**config.mk**
```make
export PLATFORM = sky130hd
export DESIGN_NAME = pipe_ex_mem_elastic_flat
export DESIGN_NICKNAME = d
export VERILOG_FILES = /design/src/rtl/pipe_ex_mem_elastic_if.sv /design/src/rtl/pipe_ex_mem_elastic.sv /design/src/flat_wrapper.sv
export SDC_FILE = /design/constraint.sdc
export NUM_CORES = 1
export LEC_CHECK = 0
export ABC_AREA = 1
export CAP_MARGIN = 40
export CORE_UTILIZATION = 35
export DETAILED_ROUTE_END_ITERATION = 10
export PLACE_DENSITY = 0.68
export SLEW_MARGIN = 20
export SYNTH_ARGS = -nofsm -noshare
export SYNTH_HDL_FRONTEND = slang
export SYNTH_SLANG_ARGS = --single-unit
```
**constraint.sdc**
```tcl
create_clock -name clk -period 1.7 [get_ports clk]
set_input_delay 0.34 -clock clk [delete_from_list [all_inputs] [get_ports clk]]
set_output_delay 0.34 -clock clk [all_outputs]
set_load 0.05 [all_outputs]
```
**src/rtl/pipe_ex_mem_elastic_if.sv**
```systemverilog
// EX -> MEM pipeline handshake bundle: EX-side beat with valid/ready and MEM-side beat with valid/ready.
// The stage uses the slave modport; the surrounding EX producer / MEM consumer use master.
interface pipe_ex_mem_elastic_if #(
    parameter int BITS = 32,
    parameter int AW   = 4,
    parameter int CW   = 3
);
    logic            validE;
    logic            readyE;
    logic [AW-1:0]   WA3E;
    logic [BITS-1:0] WriteDataE;
    logic [BITS-1:0] ALUResultE;
    logic [CW-1:0]   CtrlE;

    logic            validM;
    logic            readyM;
    logic [AW-1:0]   WA3M;
    logic [BITS-1:0] WriteDataM;
    logic [BITS-1:0] ALUResultM;
    logic [CW-1:0]   CtrlM;

    modport master (
        output validE, WA3E, WriteDataE, ALUResultE, CtrlE, readyM,
        input  readyE, validM, WA3M, WriteDataM, ALUResultM, CtrlM
    );

    modport slave (
        input  validE, WA3E, WriteDataE, ALUResultE, CtrlE, readyM,
        output readyE, validM, WA3M, WriteDataM, ALUResultM, CtrlM
    );
endinterface

```
**src/rtl/pipe_ex_mem_elastic.sv**
```systemverilog
// Elastic EX/MEM pipeline register: main register plus one skid slot, registered readyE, flush support.
// Optional macro PIPE_EX_MEM_STALLCNT_EN adds a saturating 32-bit stall_cnt output.
module pipe_ex_mem_elastic #(
    parameter int BITS = 32,
    parameter int AW   = 4,
    parameter int CW   = 3
) (
    input  logic                   clk,
    input  logic                   rst,
    input  logic                   flush,
    pipe_ex_mem_elastic_if.slave   bus
`ifdef PIPE_EX_MEM_STALLCNT_EN
    ,
    output logic [31:0]            stall_cnt
`endif
);

    typedef struct packed {
        logic [CW-1:0]   ctrl;
        logic [BITS-1:0] alu;
        logic [BITS-1:0] wd;
        logic [AW-1:0]   wa3;
    } beat_t;

    typedef enum logic [1:0] {
        EMPTY = 2'd0,
        ONE   = 2'd1,
        FULL  = 2'd2
    } state_e;

    state_e state_q, state_d;
    logic   readyE_q;
    beat_t  main_q, main_d;
    beat_t  skid_q, skid_d;
    beat_t  ex_beat;
    logic   validM;
    logic   accept;
    logic   fire;

    always_comb begin
        ex_beat.ctrl = bus.CtrlE;
        ex_beat.alu  = bus.ALUResultE;
        ex_beat.wd   = bus.WriteDataE;
        ex_beat.wa3  = bus.WA3E;
    end

    assign validM = (state_q != EMPTY);
    assign accept = bus.validE & readyE_q & ~flush;
    assign fire   = validM & bus.readyM;

    // Flush wins over accept and fire: valids drop, data registers keep their contents.
    always_comb begin
        state_d = state_q;
        main_d  = main_q;
        skid_d  = skid_q;
        if (flush) begin
            state_d = EMPTY;
        end else begin
            case (state_q)
                EMPTY: begin
                    if (accept) begin
                        state_d = ONE;
                        main_d  = ex_beat;
                    end
                end
                ONE: begin
                    if (accept && fire) begin
                        main_d = ex_beat;
                    end else if (accept) begin
                        state_d = FULL;
                        skid_d  = ex_beat;
                    end else if (fire) begin
                        state_d = EMPTY;
                    end
                end
                FULL: begin
                    if (fire) begin
                        state_d = ONE;
                        main_d  = skid_q;
                    end
                end
                default: state_d = EMPTY;
            endcase
        end
    end

    always_ff @(posedge clk) begin
        if (rst) begin
            state_q  <= EMPTY;
            readyE_q <= 1'b1;
            main_q   <= '0;
            skid_q   <= '0;
        end else begin
            state_q  <= state_d;
            readyE_q <= (state_d != FULL);
            main_q   <= main_d;
            skid_q   <= skid_d;
        end
    end

    // A bubble must not carry control side effects into MEM.
    assign bus.readyE     = readyE_q;
    assign bus.validM     = validM;
    assign bus.WA3M       = main_q.wa3;
    assign bus.WriteDataM = main_q.wd;
    assign bus.ALUResultM = main_q.alu;
    assign bus.CtrlM      = validM ? main_q.ctrl : '0;

`ifdef PIPE_EX_MEM_STALLCNT_EN
    logic [31:0] stall_cnt_q;

    always_ff @(posedge clk) begin
        if (rst) begin
            stall_cnt_q <= '0;
        end else if (validM && !bus.readyM && (stall_cnt_q != 32'hFFFF_FFFF)) begin
            stall_cnt_q <= stall_cnt_q + 32'd1;
        end
    end

    assign stall_cnt = stall_cnt_q;
`endif

endmodule

```
**src/flat_wrapper.sv**
```systemverilog
// flat-port wrapper written by rule: the top's interface ports become plain ports
module pipe_ex_mem_elastic_flat 
#(
    parameter int BITS = 32,
    parameter int AW   = 4,
    parameter int CW   = 3
)
  (clk, rst, flush, bus_validE, bus_WA3E, bus_WriteDataE, bus_ALUResultE, bus_CtrlE, bus_readyM, bus_readyE, bus_validM, bus_WA3M, bus_WriteDataM, bus_ALUResultM, bus_CtrlM);
  pipe_ex_mem_elastic_if #(.BITS(BITS), .AW(AW), .CW(CW)) bus_i ();
  input  logic clk;
  input  logic rst;
  input  logic flush;
  input wire logic [$bits(bus_i.validE)-1:0] bus_validE;
  input wire logic [$bits(bus_i.WA3E)-1:0] bus_WA3E;
  input wire logic [$bits(bus_i.WriteDataE)-1:0] bus_WriteDataE;
  input wire logic [$bits(bus_i.ALUResultE)-1:0] bus_ALUResultE;
  input wire logic [$bits(bus_i.CtrlE)-1:0] bus_CtrlE;
  input wire logic [$bits(bus_i.readyM)-1:0] bus_readyM;
  output wire logic [$bits(bus_i.readyE)-1:0] bus_readyE;
  output wire logic [$bits(bus_i.validM)-1:0] bus_validM;
  output wire logic [$bits(bus_i.WA3M)-1:0] bus_WA3M;
  output wire logic [$bits(bus_i.WriteDataM)-1:0] bus_WriteDataM;
  output wire logic [$bits(bus_i.ALUResultM)-1:0] bus_ALUResultM;
  output wire logic [$bits(bus_i.CtrlM)-1:0] bus_CtrlM;
  assign bus_i.validE = bus_validE;
  assign bus_i.WA3E = bus_WA3E;
  assign bus_i.WriteDataE = bus_WriteDataE;
  assign bus_i.ALUResultE = bus_ALUResultE;
  assign bus_i.CtrlE = bus_CtrlE;
  assign bus_i.readyM = bus_readyM;
  assign bus_readyE = bus_i.readyE;
  assign bus_validM = bus_i.validM;
  assign bus_WA3M = bus_i.WA3M;
  assign bus_WriteDataM = bus_i.WriteDataM;
  assign bus_ALUResultM = bus_i.ALUResultM;
  assign bus_CtrlM = bus_i.CtrlM;
  pipe_ex_mem_elastic #(.BITS(BITS), .AW(AW), .CW(CW)) u_core (.clk(clk), .rst(rst), .flush(flush), .bus(bus_i));
endmodule
```
==> summary.txt, run 1 <==
Logic synthesis
  – Register area share after synthesis: between 40% and 50%
  – Mapped Area: slightly above 0.007 mm^2
  – Syn_nets: between 1000 and 1500
  – Synthesis Warnings: 0
  – Synthesized area per cell: just over 6 um^2
  – Netlist cell types: 14
  – Syn Inst Count: 1153
  – FF+latch count, synth: between 100 and 150

Setup path
  – FF-to-FF path depth: 7
  – Worst stage delay on the critical path: 0.36 ns
  – FF-to-FF Start: u_core.state_q[1]$_SDFF_PP0_
  – Worst EP required: about 1.4 ns
  – R2R setup slack: about 0.23 ns
  – Buf/Inv on CP: 3
  – Crit-path slowest cell: dfxtp_4
  – Critical path startpoint: u_core.state_q[1]$_SDFF_PP0_
  – Critical Path AT: 1.29 ns
  – Startpoint types: flip-flop
  – Worst setup path class: reg -> out
  – Reg-to-Reg End: u_core.bus.WriteDataM[13]$_SDFFE_PP0P_
  – Setup crit end kind: output pin
  – CP Cell Sequence: inv_2 > nand2_4 > inv_4 > nor2_4 > buf_12
  – Critical path depth: 5
  – Crit Path Max Fanout: 4
  – Top delay family on crit path: flip-flops
  – Critical Path Sink: bus_CtrlM[1]

Global routing
  – First-pass GRT wire length: around 25 mm
  – Vias in the first global route: approximately 5400
  – GRT Total Usage: between 10% and 20%
  – Gr ovfl total: 0
  – Met3 Usage GRT: between 3 and 4%
  – Largest net degree at the start of global routing: between 80 and 90
  – Met1 usage: approximately a fifth
  – Initial antenna violation count: 0
  – GRT Max-Usage Layer: met2
  – GR Util met2: a little over a quarter

Timing
  – Setup Viol. Count Final: 0
  – Min Tclk post-route: between 1.5 and 2 ns
  – Worst rel slew slack: between 70% and 80%
  – Final total negative setup slack: 0 ns
  – RSZ-0062 raised after global routing: false
  – Final Hold Fails: 0
  – Slew @ Worst Pin: between 0.3 and 0.4 ns
  – Crit share post-route: between 90% and 100%
  – Setup Skew: around 0.0092 ns
  – Max Freq: between 0.6 and 0.7 GHz
  – Max-slew violations: 0

Power
  – Worst VDD drop: around 640 uV
  – Sw Ratio: between 20% and 30%
  – Psw: about 0.0022 W
  – Logic gate share of total power: between 10% and 20%
  – Internal Dissipation: ~0.0064 W
  – Clk pwr share: a little under half
  – Pwr dens: 963 mW/mm^2
  – Sequential share of power: about two fifths
  – Leakage power: slightly below 5 nW

Floorplanning
  – Die X: roughly 140 um
  – Die ar.: ~0.021 mm^2
  – Starting density of the core: between 30% and 40%
  – Die H: approximately 140 um
  – Area of the core: roughly 0.020 mm^2
  – Cell Rows: around 50
  – I/O pins: between 100 and 150

Layout
  – Nets: ~1300
  – Register area: 0.00291 mm^2
  – Post-route cell area: between 0.008 and 0.009 mm^2
  – Fill cells: between 2000 and 2500
  – Layout cell share with drive strength beyond 1: between 10% and 20%
  – # diodes: 0
  – Commonest non-fill, non-tap cell in the layout: nand2_1
  – Most frequent cells in the layout: nand2_1, nor2_1, inv_1
  – Area growth syn-to-layout: 26.2%
  – Multi-input gate area: 0.00291 mm^2

Place
  – Port bufs: 148
  – Post-DP HPWL: between 10 and 15 mm
  – GPL Wtd Cong: a little under 0.8
  – Placed Area: about 0.0083 mm^2

Drt
  – TritonRoute pass-1 iters: 4
  – Vias per Instance: slightly above 4
  – Routed Antenna Nets: 0
  – Total Wirelength: 15.6 mm
  – Avg WL per Cell: 10.4 um
  – 1st-iter DRT viols: 220
  – Vias post-DR: 6208
  – Drt drc: 0

Clocking
  – Total CTS buffers: 17
  – Clk_lat worst skew: approximately 0.41 ns
  – Max Root-Sink Buffers: 2
  – Clk slew on worst S/H paths: roughly 0.060 ns
  – CTS root buf: clkbuf_16
  – Max H-tree Level: 4
  – CTS sink cnt: between 100 and 150
  – TritonCTS clock tree: built

Run status
  – Status: finished clean

Flow run
  – Max Cap Viol: 0

Min path
  – Type of the tightest min-delay check: reg -> reg
## worst min-delay path: cells and delay by family, from the launching register on
kind,cells,cell delay (ns)
flip-flops,1,0.29
buffers and inverters,1,0.05
AND/OR/NAND/NOR,3,0.13
## area by class of cell
cell class	instances	area share [%]
Sequential cell	145	32.4
Multi-Input combinational cell	731	32.4
Timing Repair Buffer	174	18.3
Inverter	149	6.29
Clock buffer	22	5.28
Tap cell	265	3.69
Clock inverter	10	1.65
## routing by layer
metal,share of wire (%),vias to the layer above
met2,47,106
met4,1.2,0
met3,4.1,11
li1,-,3415
met1,48,2676
met5,0,-
## stage by stage
step / util, % / hold slack [ns] / std cells / worst slack (ns) / power (W)
2_1_floorplan: - / 0.448 / 1153 / -0.0472 / 0.00443
3_3_place_gp: 42.2 / 0.498 / 1463 / -0.138 / 0.00476
3_5_place_dp: 42.2 / 0.500 / 1463 / -0.183 / 0.00476
4_1_cts: 45.4 / 0.511 / 1494 / 0.00961 / 0.00876
5_1_grt: 45.5 / 0.523 / 1496 / 0.00424 / 0.00901
6_report: 45.5 / 0.508 / 1496 / 0.0729 / 0.00864
## power by group through the flow
stage | Clock [W] | Sequential (W) | Combinational, W
3_5_place_dp | 0 | 0.00363 | 0.00113
3_3_place_gp | 0 | 0.00363 | 0.00112
2_1_floorplan | 0 | 0.00362 | 0.000808
6_report | 0.00395 | 0.00356 | 0.00113
4_1_cts | 0.00407 | 0.00356 | 0.00114
5_1_grt | 0.00420 | 0.00357 | 0.00124
## worst min-delay path by stage
stage / start / end / slack [ns] / cells past startpoint
finish: u_core.skid_q[9]$_SDFFE_PP0P_ / u_core.skid_q[9]$_SDFFE_PP0P_ / 0.51 / 4
global route: bus_WriteDataE[29] / u_core.skid_q[33]$_SDFFE_PP0P_ / 0.52 / 3
CTS: u_core.skid_q[3]$_SDFFE_PP0P_ / u_core.skid_q[3]$_SDFFE_PP0P_ / 0.51 / 4
detailed placement: u_core.bus.ALUResultM[26]$_SDFFE_PP0P_ / u_core.bus.ALUResultM[26]$_SDFFE_PP0P_ / 0.50 / 4
global placement: u_core.bus.WriteDataM[24]$_SDFFE_PP0P_ / u_core.bus.WriteDataM[24]$_SDFFE_PP0P_ / 0.50 / 4
floorplan: flush / u_core.bus.readyE$_SDFF_PP1_ / 0.45 / 2
## kinds of logic after synthesis
group                  Yosys count  share of synthesized area, %
AND/OR/NAND/NOR                657                          34.8
buffers and inverters          277                          19.1
flip-flops                     145                          40.8
AO/OA/AOI/OAI                   74                          5.21
## registers in the layout, summed over array words and instances, names as in the netlist
name,count
u_core.main_q,3
u_core.state_q,2
u_core.bus.WA3M,4
u_core.bus.WriteDataM,32
u_core.bus.ALUResultM,32
u_core.bus.readyE,1
u_core.skid_q,71
## cell usage after synthesis (all sizes together)
cell / instances / area share, %
nand2: 362 / 19
nor2: 290 / 15
inv: 149 / 7.9
dfxtp: 145 / 41
buf: 99 / 9.7
o21ai: 71 / 5.0
clkbuf: 29 / 1.5
nand3: 4 / 0.35
a21oi: 3 / 0.21
nor3: 1 / 0.070
## what timing repair did
| item | in CTS | in global routing |
|---|---|---|
| hold buffers | 0 | 0 |
| pin swaps | 1 | 1 |
| setup buffers | 0 | 2 |
| gates resized for setup | 10 | 0 |
| endpoints found under the setup margin | 4 | 3 |
No activity file was read; power rests on OpenSTA's default activity.
==> run 2: changes to the inputs <==
==> constraint.sdc (replaced) <==
create_clock -name clk -period 1.95 [get_ports clk]
set_input_delay 0.39 -clock clk [delete_from_list [all_inputs] [get_ports clk]]
set_output_delay 0.39 -clock clk [all_outputs]
set_load 0.05 [all_outputs]
==> summary.txt, run 2 (synthesis results as in run 1) <==
Layout
  – Post-route cell area: 0.00893 mm^2
  – # diodes: 0
  – Area growth syn-to-layout: 25.6%
  – Nets: 1279
  – Non-filler cells, final: approximately 1500
  – Fill cells: 2031
  – Layout cell share with drive strength beyond 1: about 4.9%
  – Largest Register: u_core.skid_q
  – Number of flip-flops in the largest register: between 70 and 80
  – Commonest non-fill, non-tap cell in the layout: nand2_1
  – Most frequent cells in the layout: nand2_1, nor2_1, inv_1

Power
  – Logic gate share of total power: between 10% and 20%
  – Worst VDD drop: approximately 580 uV
  – Leakage power: around 5 nW
  – Clk pwr share: ~45%
  – Internal Dissipation: roughly 0.0055 W
  – Sequential share of power: 42.3%
  – Psw: 0.00188 W
  – Pwr dens: 822 mW/mm^2
  – Sw Ratio: between 20% and 30%

Clocking
  – Max Root-Sink Buffers: 2
  – # hold bufs at CTS: 0
  – Clk slew on worst S/H paths: 0.06 ns
  – Max H-tree Level: 4
  – Post-CTS setup repair buffer count: 0
  – CTS sink cnt: roughly 150
  – TritonCTS clock tree: built
  – CTS root buf: clkbuf_16
  – Post_cts resized: a little over 60
  – Total CTS buffers: 17
  – Clk_lat worst skew: slightly above 0.4 ns

Floorplanning
  – Area of the core: approximately 0.02 mm^2
  – Starting density of the core: a little over a third
  – Die X: 145 um
  – I/O pins: about 150
  – Die H: between 100 and 150 um
  – Die ar.: 0.0209 mm^2
  – Cell Rows: 51

Drt
  – Total Wirelength: approximately 15 mm
  – Vias per Instance: around 4.1
  – Avg WL per Cell: 10.2 um
  – Vias post-DR: roughly 6100
  – TritonRoute pass-1 iters: 6
  – Drt drc: 0
  – Routed Antenna Nets: 0
  – 1st-iter DRT viols: 270

Timing
  – Slew @ Worst Pin: 0.505 ns
  – Max Freq: about 0.56 GHz
  – Min Tclk post-route: about 1.8 ns
  – Final Hold Fails: 0
  – Final total negative setup slack: 0 ns
  – RSZ-0062 raised after global routing: false
  – Crit share post-route: between 90% and 100%
  – Setup Skew: 0.0106 ns
  – Setup Viol. Count Final: 0
  – Max-slew violations: 0
  – Worst rel slew slack: between 60% and 70%

Global routing
  – Largest net degree at the start of global routing: between 80 and 90
  – Gr ovfl total: 0
  – Vias in the first global route: 5371
  – Initial antenna violation count: 0
  – First-pass GRT wire length: 25.2 mm
  – GRT Total Usage: 15.4%

Place
  – Inst Count DP: around 1400
  – Port bufs: about 150
  – GPL Wtd Cong: ~0.7
  – Placed Area: between 0.008 and 0.009 mm^2
  – Post-DP HPWL: approximately 9.7 mm

Min path
  – Type of the tightest min-delay check: reg -> reg
  – Worst Hold Launch: u_core.bus.ALUResultM[24]$_SDFFE_PP0P_

Setup path
  – FF-to-FF Start: u_core.state_q[1]$_SDFF_PP0_
  – Worst stage delay on the critical path: approximately 0.38 ns
  – Critical path startpoint: u_core.state_q[1]$_SDFF_PP0_
  – Critical Path AT: 1.41 ns
  – Startpoint types: flip-flop
  – Worst setup path class: reg -> out
  – CP Cell Sequence: inv_2 > nand2_2 > inv_1 > nor2_2 > buf_12
  – Crit-path slowest cell: dfxtp_2
  – Setup crit end kind: output pin
  – Worst EP required: between 1.5 and 2 ns
  – Crit Path Max Fanout: 4
  – Buf/Inv on CP: 3
  – Top delay family on crit path: flip-flops

Run status
  – Status: finished clean

Flow run
  – Max Cap Viol: 0
## run 2: tightest hold or removal path: cells and delay by family (launching register included)
| kind | cells | cell delay, ns |
|---|---|---|
| buffers and inverters | 1 | 0.04 |
| flip-flops | 1 | 0.30 |
| AND/OR/NAND/NOR | 3 | 0.12 |
## run 2: power by group through the flow
stage	sequential, W	combinational, W	clock, W
final	0.00310	0.000940	0.00330
after global routing	0.00311	0.00104	0.00355
after CTS	0.00310	0.000952	0.00341
after detailed placement	0.00317	0.000991	0
after global placement	0.00317	0.000984	0
after floorplan	0.00315	0.000703	0
## run 2: path summary, 6_finish.rpt
| path | end | slack [ns] | cells after the start |
|---|---|---|---|
| hold reg to reg | u_core.bus.ALUResultM[24]$_SDFFE_PP0P_ | 0.51 | 4 |
| setup / recovery | bus_CtrlM[1] | 0.15 | 5 |
| hold / removal | u_core.bus.ALUResultM[24]$_SDFFE_PP0P_ | 0.51 | 4 |
| setup reg to reg | u_core.bus.ALUResultM[4]$_SDFFE_PP0P_ | 0.52 | 8 |
## run 2: area by class of cell
type | count | area [um^2] | share of cell area (%)
Sequential cell | 145 | 2900 | 32.5
Timing Repair Buffer | 159 | 1650 | 18.4
Clock inverter | 8 | 103 | 1.15
Inverter | 149 | 562 | 6.29
Tap cell | 265 | 332 | 3.71
Multi-Input combinational cell | 731 | 2890 | 32.3
Clock buffer | 23 | 498 | 5.58
## run 2: layer usage
layer,vias to the layer above,wire length (um),GRT usage (%)
met4,0,352,6.81
li1,3387,-,-
met2,110,6840,25.8
met1,2583,7400,18.6
met3,23,578,3.68
met5,-,0,0
## run 2: through the flow
| step | total power [W] | utilization [%] | setup slack (ns) | hold WS [ns] |
|---|---|---|---|---|
| after detailed placement | 0.00416 | 42.5 | 0.102 | 0.499 |
| after global placement | 0.00415 | 42.5 | 0.117 | 0.497 |
| after global routing | 0.00770 | 45.3 | 0.0229 | 0.524 |
| after CTS | 0.00747 | 45.2 | 0.000145 | 0.508 |
| final | 0.00734 | 45.3 | 0.153 | 0.505 |
| after floorplan | 0.00386 | - | -0.0213 | 0.489 |
==> run 3: changes to the inputs <==
--- a/config.mk
+++ b/config.mk
@@ -9,7 +9,7 @@
 export CAP_MARGIN = 40
 export CORE_UTILIZATION = 35
 export DETAILED_ROUTE_END_ITERATION = 10
-export PLACE_DENSITY = 0.68
+export PLACE_DENSITY = 0.71
 export SLEW_MARGIN = 20
 export SYNTH_ARGS = -nofsm -noshare
 export SYNTH_HDL_FRONTEND = slang
==> constraint.sdc (replaced) <==
create_clock -name clk -period 1.5 [get_ports clk]
set_input_delay 0.3 -clock clk [delete_from_list [all_inputs] [get_ports clk]]
set_output_delay 0.3 -clock clk [all_outputs]
set_load 0.05 [all_outputs]
==> summary.txt, run 3 (synthesis results as in run 1) <==
Drt
  – Drt drc: 0
  – TritonRoute pass-1 iters: 5
  – Avg WL per Cell: around 11 um
  – 1st-iter DRT viols: between 200 and 300
  – Total Wirelength: about 17 mm
  – Vias per Instance: 4.25
  – Routed Antenna Nets: 0
  – Vias post-DR: roughly 6400

Timing
  – Setup Viol. Count Final: 17
  – Crit share post-route: 110%
  – Final Hold Fails: 0
  – Max-slew violations: 0
  – RSZ-0062 raised after global routing: true
  – Setup Skew: between 0.006 and 0.007 ns
  – Worst rel slew slack: approximately 80%
  – Final worst slack: -0.153 ns
  – Max Freq: 0.605 GHz
  – Slew @ Worst Pin: between 0.2 and 0.3 ns
  – Min Tclk post-route: 1.65 ns

Global routing
  – Vias in the first global route: about 5600
  – Gr ovfl total: 0
  – Initial antenna violation count: 0
  – GRT Total Usage: 15.8%
  – Largest net degree at the start of global routing: between 70 and 80
  – First-pass GRT wire length: 25.8 mm

Run status
  – Status: complete, but fails checks
  – Failing checks: negative setup slack

Layout
  – Number of flip-flops in the largest register: 71
  – Post-route cell area: just over 0.01 mm^2
  – Area growth syn-to-layout: 42.2%
  – Most frequent cells in the layout: nand2_1, nor2_1, inv_1
  – Nets: 1304
  – Commonest non-fill, non-tap cell in the layout: nand2_1
  – # diodes: 0
  – Layout cell share with drive strength beyond 1: 15.5%
  – Largest Register: u_core.skid_q

Setup path
  – Critical Path AT: between 1 and 1.5 ns
  – FF-to-FF path depth: 10
  – Startpoint types: flip-flop
  – FF-to-FF Start: u_core.state_q[1]$_SDFF_PP0_
  – Worst setup path class: reg -> out
  – Crit Path Max Fanout: 3
  – Worst EP required: roughly 1.2 ns
  – R2R setup slack: -0.09 ns
  – Reg-to-Reg End: u_core.bus.ALUResultM[8]$_SDFFE_PP0P_
  – Setup crit end kind: output pin

Clocking
  – Max Root-Sink Buffers: 2
  – TritonCTS clock tree: built
  – CTS root buf: clkbuf_16
  – Clk slew on worst S/H paths: roughly 0.060 ns
  – # hold bufs at CTS: 0
  – Max H-tree Level: 4
  – CTS sink cnt: 145
  – Total CTS buffers: 17
  – Clk_lat worst skew: slightly above 0.4 ns

Place
  – Placed Area: between 0.009 and 0.01 mm^2
  – Port bufs: approximately 150
  – Pre-CTS setup slack: -0.301 ns
  – Post-DP HPWL: 10.6 mm
  – GPL Wtd Cong: roughly 0.73

Min path
  – Hold path cells: 3
  – Type of the tightest min-delay check: in -> reg
  – Hold Crit Endpoint: u_core.skid_q[6]$_SDFFE_PP0P_
  – Worst Hold Launch: bus_WriteDataE[2]

Power
  – Leakage power: 5.13 nW
  – Pwr dens: a little under 1000 mW/mm^2
  – Worst VDD drop: around 720 uV

Floorplanning
  – Die H: around 140 um
  – I/O pins: between 100 and 150
  – Cell Rows: 51
  – Starting density of the core: between 30 and 40%
  – Area of the core: 0.0197 mm^2
  – Die ar.: between 0.02 and 0.025 mm^2
  – Die X: 145 um

Flow run
  – Max Cap Viol: 0
## run 3: per-stage QoR
stage	utilization [%]	power, W	TNS, ns	hold WS (ns)	std cells
global route	51.3	0.0103	-4.95	0.481	1506
floorplan	-	0.00502	0	0.408	1153
finish	51.3	0.00984	-0.757	0.494	1506
detailed placement	46.7	0.00570	-35.55	0.501	1460
global placement	46.7	0.00569	-30.43	0.496	1460
CTS	49.9	0.00992	-0.648	0.475	1495
## run 3: how the worst max path moves through the flow
stage | start | endpoint | slack, ns | cells after the start
floorplan | u_core.state_q[1]$_SDFF_PP0_ | bus_CtrlM[0] | 0.06 | 4
finish | u_core.state_q[1]$_SDFF_PP0_ | bus_CtrlM[2] | -0.15 | 5
CTS | u_core.state_q[1]$_SDFF_PP0_ | bus_CtrlM[2] | -0.23 | 5
global route | u_core.state_q[1]$_SDFF_PP0_ | bus_CtrlM[2] | -0.25 | 5
global placement | flush | u_core.bus.ALUResultM[8]$_SDFFE_PP0P_ | -0.23 | 6
detailed placement | flush | u_core.skid_q[25]$_SDFFE_PP0P_ | -0.30 | 8
## run 3: area by class of cell
cell class / instances / area [um^2]
inverter: 149 / 568
clock inverter: 13 / 138
timing repair buffer: 184 / 2710
sequential: 145 / 2910
multi-input combinational: 731 / 3010
fill: 1812 / 9610
clock buffer: 19 / 443
tap: 265 / 332
## run 3: repair_timing
| action | in CTS | in global routing |
|---|---|---|
| resized for setup | 6 | 52 |
| pin swaps | 2 | 3 |
| setup endpoints to repair | 3 | 60 |
| cloned | 0 | 4 |
| buffers inserted | 3 | 7 |
## run 3: per-layer routing
layer  wire length, um  part of all wire (%)  GRT usage [%]  up-vias
li1                  -                     -              -     3441
met1              7600                    46           19.1     2808
met2              7890                    48           26.9      139
met3               858                   5.2           4.27       19
met4               240                   1.4           5.21        0
met5                 0                     0              0        -
## run 3: power breakdown
part | leakage (nW) | internal, W | total [W] | switching [W]
clock | 0.279 | 0.00249 | 0.00416 | 0.00167
sequential | 1.18 | 0.00398 | 0.00409 | 0.000115
combinational | 3.67 | 0.000775 | 0.00159 | 0.000818
## run 3: critical path: stages, from the launching register on
cell and delay [ns]:
dfxtp_2 0.36, inv_4 0.05, nand2_4 0.07, clkinvlp_4 0.17, nor2_4 0.14, buf_12 0.15
